--- src/rtl/sqr_iter.sv ---
// sqr_iter: iterative integer squarer, WIDTH-bit root in, 2*WIDTH-bit square out.
// Default build sums consecutive odd numbers (1+3+5+...), taking n+1 cycles.
// Define SQR_ITER_FAST_EN to use a shift-add multiplier instead (WIDTH+1 cycles).
// A zero operand always takes the one-cycle shortcut straight to DONE.
module sqr_iter #(
  parameter int WIDTH = 8
) (
  input  logic                 clk_i,
  input  logic                 rst_i,
  input  logic                 enb_i,
  input  logic                 start_i,
  input  logic [WIDTH-1:0]     dt_i,
  output logic                 busy_o,
  output logic                 done_o,
  output logic [2*WIDTH-1:0]   dt_o
);

  typedef enum logic [1:0] {
    IDLE = 2'd0,
    BUSY = 2'd1,
    DONE = 2'd2
  } state_t;

  localparam logic [WIDTH-1:0] ONE = WIDTH'(1);

  state_t               state_q, state_d;
  logic [WIDTH-1:0]     n_q, n_d;
  logic [WIDTH-1:0]     cnt_q, cnt_d;
  logic [2*WIDTH-1:0]   acc_q, acc_d;
  logic [2*WIDTH-1:0]   res_q, res_d;
  logic                 busy_q, busy_d;
  logic                 done_q, done_d;
  logic [2*WIDTH-1:0]   addend;
  logic                 lastStep;

`ifdef SQR_ITER_FAST_EN
  localparam logic [WIDTH-1:0] LAST_CNT = WIDTH'(WIDTH - 1);

  logic [WIDTH-1:0]     nShifted;

  // Shift-add step: add n shifted by the current bit position when that bit of n is set
  always_comb begin
    nShifted = n_q >> cnt_q;
    addend   = '0;
    if (nShifted[0]) begin
      addend = {{WIDTH{1'b0}}, n_q} << cnt_q;
    end
    lastStep = (cnt_q == LAST_CNT);
  end
`else
  logic [WIDTH:0]       odd_q, odd_d;

  // Odd-accumulation step: the next odd number is added each cycle, n adds in total
  always_comb begin
    addend   = {{(WIDTH-1){1'b0}}, odd_q};
    lastStep = (cnt_q == n_q - ONE);
  end
`endif

  // Next-state and datapath updates; everything holds unless the clock enable is high
  always_comb begin
    state_d = state_q;
    n_d     = n_q;
    cnt_d   = cnt_q;
    acc_d   = acc_q;
    res_d   = res_q;
`ifndef SQR_ITER_FAST_EN
    odd_d   = odd_q;
`endif
    if (enb_i) begin
      case (state_q)
        IDLE: begin
          if (start_i) begin
            n_d   = dt_i;
            cnt_d = '0;
            acc_d = '0;
`ifndef SQR_ITER_FAST_EN
            odd_d = (WIDTH+1)'(1);
`endif
            if (dt_i == '0) begin
              res_d   = '0;
              state_d = DONE;
            end else begin
              state_d = BUSY;
            end
          end
        end
        BUSY: begin
          acc_d = acc_q + addend;
          cnt_d = cnt_q + ONE;
`ifndef SQR_ITER_FAST_EN
          odd_d = odd_q + (WIDTH+1)'(2);
`endif
          if (lastStep) begin
            res_d   = acc_q + addend;
            state_d = DONE;
          end
        end
        DONE: begin
          state_d = IDLE;
        end
        default: begin
          state_d = IDLE;
        end
      endcase
    end
    busy_d = (state_d != IDLE);
    done_d = (state_d == DONE);
  end

  // State and datapath registers with synchronous reset that overrides the enable
  always_ff @(posedge clk_i) begin
    if (rst_i) begin
      state_q <= IDLE;
      n_q     <= '0;
      cnt_q   <= '0;
      acc_q   <= '0;
      res_q   <= '0;
      busy_q  <= 1'b0;
      done_q  <= 1'b0;
`ifndef SQR_ITER_FAST_EN
      odd_q   <= '0;
`endif
    end else begin
      state_q <= state_d;
      n_q     <= n_d;
      cnt_q   <= cnt_d;
      acc_q   <= acc_d;
      res_q   <= res_d;
      busy_q  <= busy_d;
      done_q  <= done_d;
`ifndef SQR_ITER_FAST_EN
      odd_q   <= odd_d;
`endif
    end
  end

  assign busy_o = busy_q;
  assign done_o = done_q;
  assign dt_o   = res_q;

endmodule

--- config.mk ---
export PLATFORM = sky130hd
export DESIGN_NAME = sqr_iter
export DESIGN_NICKNAME = d
export VERILOG_FILES = /design/src/rtl/sqr_iter.sv
export SDC_FILE = /design/constraint.sdc
export NUM_CORES = 1
export LEC_CHECK = 0
export BUFFER_PORTS_ARGS = -buffer_cell sky130_fd_sc_hd__buf_2
export CAP_MARGIN = 20
export CORE_ASPECT_RATIO = 1.1
export CORE_MARGIN = 2
export CORE_UTILIZATION = 60
export CTS_CLUSTER_DIAMETER = 30
export DETAILED_ROUTE_END_ITERATION = 8
export PLACE_DENSITY = 0.83
export SLEW_MARGIN = 20
export SYNTH_ARGS = -nofsm -noshare
export SYNTH_HDL_FRONTEND = slang
export SYNTH_SLANG_ARGS = --single-unit
--- constraint.sdc ---
create_clock -name clk_i -period 3.5 [get_ports clk_i]
set_input_delay 0 -clock clk_i [delete_from_list [all_inputs] [get_ports clk_i]]
set_output_delay 0 -clock clk_i [all_outputs]
set_load 0.01 [all_outputs]
==> results of run 1 <==
[stage by stage]
stage                     util (%)  hold slack, ps  std cells  power (mW)
after CTS                    70.69           69.70        479       1.375
after floorplan                  -           136.0        384      0.8048
after global routing         70.69           107.6        479       1.421
after global placement       65.77           253.1        455      0.8349
final                        70.69           84.04        479       1.364
after detailed placement     65.77           259.4        455      0.8375
[state kept, by name, indices dropped and copies added (netlist names)]
signal	cells
dt_o	16
state_q	2
n_q	8
done_o	1
odd_q	9
acc_q	16
busy_o	1
cnt_q	8
[worst register-to-register path, cell delays in order, from the launching register on]
cell	delay [ps]
dfxtp_1	320
ha_1	220
fa_1	400
a21o_1	200
a221oi_2	330
o21ai_1	210
o21ai_0	350
xor2_1	200
nor2_1	60
a31o_2	210
[cell usage after synthesis, types with 6 or more instances]
library cell / n / area, µm²
xnor2_1: 13 / 113.9
clkbuf_1: 14 / 52.55
inv_1: 11 / 41.29
nor4_1: 6 / 37.54
a21oi_1: 35 / 175.2
ha_1: 12 / 150.1
nor2_1: 42 / 157.7
xor2_1: 18 / 157.7
dfxtp_1: 61 / 1221
nand3_1: 24 / 120.1
o21ai_0: 17 / 85.08
a31o_2: 6 / 52.55
nand2_1: 45 / 168.9
nand4_1: 7 / 43.79
nor3_1: 9 / 45.04
[layout make-up]
class | count | area (µm²)
flip-flops and latches | 61 | 1221
inverters | 11 | 41.29
fillers | 409 | 1475
clock buffers | 10 | 127.6
multi-input cells | 293 | 1808
well taps | 58 | 72.57
repair buffers | 40 | 247.7
clock inverters | 6 | 40.04
[report_power, final]
group          switching, mW  internal (mW)
clock                  0.279          0.254
combinational         0.0770         0.0397
sequential            0.0119          0.703
total                  0.368          0.996
[metal layers]
| layer | share of wire, % | wire, µm | global-route usage, % |
|---|---|---|---|
| met2 | 48 | 3520 | 44.23 |
| met4 | 1.8 | 135 | 11.30 |
| met3 | 5.4 | 394 | 5.934 |
| met5 | 0 | 0 | 0 |
| met1 | 45 | 3277 | 32.60 |
[what timing repair did]
item / in CTS / in global routing
hold endpoints to repair: 8 / 0
hold buffers: 8 / 0
setup buffers: 0 / 0
setup endpoints to repair: 0 / 0
[cell families after synthesis]
| logic type | count (synthesis) | share of synthesized area [%] |
|---|---|---|
| simple gates | 150 | 22.15 |
| compound gates | 99 | 21.20 |
| flops | 61 | 38.75 |
| xor+xnor | 31 | 8.615 |
| buf+inv | 30 | 3.891 |
| fa+ha+maj | 13 | 5.399 |
[worst max-delay path by stage]
stage,from,to,slack [ps],depth (start not counted)
final,acc_q[0]$_SDFFE_PP0P_,dt_o[12]$_SDFFE_PP0P_,920,9
after global routing,n_q[0]$_SDFFE_PP0P_,dt_o[15]$_SDFFE_PP0P_,660,9
after CTS,acc_q[0]$_SDFFE_PP0P_,dt_o[12]$_SDFFE_PP0P_,920,9
after detailed placement,acc_q[0]$_SDFFE_PP0P_,dt_o[12]$_SDFFE_PP0P_,940,9
after global placement,acc_q[0]$_SDFFE_PP0P_,dt_o[8]$_SDFFE_PP0P_,1020,9
after floorplan,acc_q[0]$_SDFFE_PP0P_,dt_o[12]$_SDFFE_PP0P_,1140,9
==> metrics.cfg, run 1 <==
[yosys]
synthArstFlopShare_pct=0
synth_ff_type=dfxtp_1
synth_cell_types=51
yosys_warnings=0
synth_edf_count=0
synth_cells=384
synth_nets=409
postSynthAreaPerCell_um2=8.208
ys_seq_area_share_pct=38.75
netlist_area_mm2=0.003152
synth_seq_cells=61

[detailed_routing]
wl_per_cell_um=15.30
vias_per_cell=6.042
drtAntennaViolNets=0
drt-total-wl_mm=7.328
first_pass_iters=5
drt_iter0_drc=244
drc=0
via_count=2894

[clocking]
numCtsBuffers=9
cts.repair.resized=0
clock-root-buffer=clkbuf_8
path_clk_slew_ps=80
cts.path.max_buffers=2
cts_tree=done
cts.sinks=61
h-tree-depth=3
insertion_delay_ps=330

[hold_path]
worstHoldEndpoint=done_o$_SDFF_PP0_
min_path_type=in -> reg
hp-start=enb_i
holdPathStages=3

[floorplanning]
coreArea_mm2=0.005034
fp-row-count=27
die_x_um=73.11
start_util_pct=62.61
dieArea_mm2=0.005850
die_y_um=80.02
num_io_pins=30

[worst_setup_path]
crit_buf_inv=0
critPathSlowestCell=fa_1
r2r_slack_ps=920
crit_chain=ha_1 -> fa_1 -> a21o_1 -> a221oi_2 -> o21ai_1 -> o21ai_0 -> xor2_1 -> nor2_1 -> a31o_2
critPathTopFamily=compound AO/OA/AOI/OAI gates
critPathKind=reg -> reg
r2r-end=dt_o[12]$_SDFFE_PP0P_
crit_path_end_kind=register
critPathRequiredTime_ps=3730
crit_fanout=5
rr_startpoint=acc_q[0]$_SDFFE_PP0P_
ff2ff_path_depth=9
crit_arrival_ps=2820
cp-start-kind=register
cpPeakStageDelay_ps=400

[place]
placed_area_mm2=0.003311
pre_cts_slack_ps=941.5
hpwlAfterDp_mm=5.110
numPortBuffers=29
gp_routability_congestion=0.8841

[pwr]
leakage_nw=1.459
max-vdd-ir-drop_mv=0.3411
power.density_mw_per_mm2=383.3

[job]
max_cap_violations=0

[cells_and_area]
final_cell_mix=61 x dfxtp_1, 45 x nand2_1, 42 x nor2_1
final_common_cell=dfxtp_1
syn2layout_area_growth_pct=12.90
diodes=0
fin_area_mm2=0.003558
layout.nets=441
drive_gt1_share_pct=14.73

[sta]
period_needed_ps=2582
setup_ws_ps=917.9
fmax_mhz=387.3
setup_viol=0
finClkSkew_ps=13.79
worst_slew_pin_slew_ps=1089
tns_ps=0
slew_headroom_pct=26.86
final_max_slew_viol_count=0
hold_viol=0
period_share_pct=73.78
rsz0062_at_grt=no

[grt]
grt-ovfl-total=0
antenna_found_initial=0
grt_use_total_pct=26.59
grt_max_degree=42
grt_pass1_wl_mm=12.03
first_global_vias=2695

[run_status]
status=finished clean

(Power assumes the default switching activity.)
==> run 2: changes to the inputs <==
CORE_UTILIZATION = 53   (was 60)
PLACE_DENSITY = 0.77   (was 0.83)
clock period = 2.2 ns   (was 3.5 ns; I/O delays follow)
==> metrics.cfg, run 2 (synthesis results as in run 1) <==
[sta]
whs_ps=93.42  ; +9.372 ps
period_needed_ps=2265  ; -317.2 ps
period_share_pct=103.0  ; +29 points
fmax_mhz=441.5  ; +14%
slew_headroom_pct=59.77  ; +33 points
rsz0062_at_grt=yes
hold_viol=0  ; unchanged
finClkSkew_ps=6.510  ; -7.276 ps
final_max_slew_viol_count=0  ; unchanged
setup_ws_ps=-64.94  ; -982.8 ps
setup_viol=3  ; +3
worst_slew_pin_slew_ps=602.8  ; -486.0 ps

[detailed_routing]
first_pass_iters=6  ; +1
drtAntennaViolNets=0  ; unchanged
wl_per_cell_um=16.14  ; +5.5%
via_count=3166  ; +9.4%
vias_per_cell=5.929  ; -1.9%
drc=0  ; unchanged
drt-total-wl_mm=8.619  ; +18%
drt_iter0_drc=232  ; -4.9%

[floorplanning]
fp-row-count=29  ; +7.4%
die_y_um=84.88  ; +6.1%
die_x_um=77.53  ; +6.0%
coreArea_mm2=0.005769  ; +15%
start_util_pct=54.63  ; -8.0 points
dieArea_mm2=0.006580  ; +12%
num_io_pins=30  ; unchanged

[clocking]
numCtsBuffers=9  ; unchanged
cts.path.max_buffers=2  ; unchanged
h-tree-depth=3  ; unchanged
cts.sinks=61  ; unchanged
clock-root-buffer=clkbuf_8
path_clk_slew_ps=70  ; about the same
cts_tree=done
insertion_delay_ps=350  ; +20 ps

[worst_setup_path]
crit_arrival_ps=2510  ; -310 ps
crit_path_end_kind=register
rr_startpoint=odd_q[0]$_SDFFE_PP0P_
crit_fanout=5  ; unchanged
critPathRequiredTime_ps=2440  ; -1290 ps
crit_start=odd_q[0]$_SDFFE_PP0P_
critPathKind=reg -> reg
timing.critical_path.mode_cell=o21ai_2
cp-start-kind=register
crit_chain=ha_4 -> fa_2 -> a21o_1 -> a221oi_4 -> o21ai_2 -> o21ai_2 -> xor2_1 -> nor2_1 -> a31o_2
critPathSlowestCell=dfxtp_2
cpPeakStageDelay_ps=340  ; -60 ps

[grt]
first_global_vias=3021  ; +12%
grt_use_total_pct=26.39  ; -0.20 points
grt_max_degree=41  ; -2.4%
grt_pass1_wl_mm=13.66  ; +14%
antenna_found_initial=0  ; unchanged
grt-ovfl-total=0  ; unchanged

[place]
gp_routability_congestion=0.9212  ; +4.2%
place_inst=501  ; +10%
numPortBuffers=29  ; unchanged
hpwlAfterDp_mm=5.652  ; +11%

[run_status]
violations=setup timing
status=finished with violations

[pwr]
power.density_mw_per_mm2=604.3  ; +58%
clockPowerShare_pct=44.8  ; +5.8 points
seq_power_share_pct=44.9  ; -7.5 points
total_power_mw=2.522  ; +85%
max-vdd-ir-drop_mv=0.3948  ; +16%
combPwrFrac_pct=10.2  ; +1.6 points
swShare_pct=24.05  ; -2.9 points
p_switching_mw=0.6065  ; +65%
leakage_nw=1.764  ; +21%
p_int_mw=1.916  ; +92%

[cells_and_area]
final_cell_mix=56 x dfxtp_1, 44 x nand2_1, 41 x nor2_1
diodes=0  ; unchanged
final_common_cell=dfxtp_1
final_util_pct=72.35  ; +1.7 points
final_cell_count_no_fill=534  ; +11%
syn2layout_area_growth_pct=32.43
layout.nets=477  ; +8.2%
drive_gt1_share_pct=29.10  ; +14 points
fillers=401  ; -2.0%

[job]
max_cap_violations=0  ; unchanged

[hold_path]
min_path_type=in -> reg
hp-start=enb_i

## run 2: changes by cell type in the layout (fill, tap and decap cells not counted), sizes merged
cell      delta
a21boi       +1
buf         +35
bufinv       +2
clkbuf       +2
clkinvlp     -4
## run 2: per-stage QoR
stage	worst slack, ps	area [µm²]	TNS, ps
4_1_cts	-83.11	3979	-248.1
2_1_floorplan	18.21	3172	0
6_report	-64.94	4174	-109.7
3_5_place_dp	-142.9	3570	-1900
3_3_place_gp	-122.3	3570	-1173
5_1_grt	-164.3	4174	-1248
## run 2: power groups by stage
| stage | combinational, mW | sequential (mW) | clock [mW] |
|---|---|---|---|
| 2_1_floorplan | 0.126 | 1.16 | 0 |
| 3_3_place_gp | 0.201 | 1.16 | 0 |
| 3_5_place_dp | 0.204 | 1.16 | 0 |
| 4_1_cts | 0.231 | 1.13 | 1.15 |
| 5_1_grt | 0.281 | 1.13 | 1.20 |
| 6_report | 0.258 | 1.13 | 1.13 |
## run 2: area by class of cell
| cell class | count | area (µm²) | area share [%] |
|---|---|---|---|
| Multi-Input combinational cell | 294 | 2038 | 48.83 |
| Timing Repair Buffer | 75 | 538.0 | 12.89 |
| Sequential cell | 61 | 1232 | 29.53 |
| Clock inverter | 4 | 70.07 | 1.679 |
| Clock buffer | 12 | 155.1 | 3.717 |
| Inverter | 11 | 43.79 | 1.049 |
| Tap cell | 77 | 96.34 | 2.308 |
## run 2: final timing paths
check	to	slack (ps)	depth (start not counted)
setup / recovery	dt_o[12]$_SDFFE_PP0P_	-60	9
hold / removal	state_q[1]$_SDFF_PP0_	90	3
setup reg to reg	dt_o[12]$_SDFFE_PP0P_	-60	9
hold reg to reg	dt_o[7]$_SDFFE_PP0P_	460	2
## run 2: worst max-delay path: cells and delay by family (launching register included)
kind / cells / cell delay [ps]
xor gates and xnor gates: 1 / 200
DFF: 1 / 340
and+or+nand+nor: 1 / 80
adders and majority gates: 2 / 500
AOI/OAI and AO/OA: 5 / 1040
## run 2: repair_timing
item                                    CTS  global route
buffers inserted                          2             6
cloned                                    0             1
hold buffers                              8             0
endpoints found under the setup margin   21            25
endpoints found under the hold margin     8             0
gates resized for setup                  19            34
pin swaps                                16            19
## run 2: metal layers
| metal | global-route usage [%] | share of wire (%) | up-vias |
|---|---|---|---|
| met1 | 30.76 | 41 | 1486 |
| met2 | 46.25 | 51 | 130 |
| met3 | 6.170 | 5.8 | 31 |
| met4 | 11.53 | 3.0 | 0 |
| met5 | 0 | 0 | - |
| li1 | - | - | 1519 |
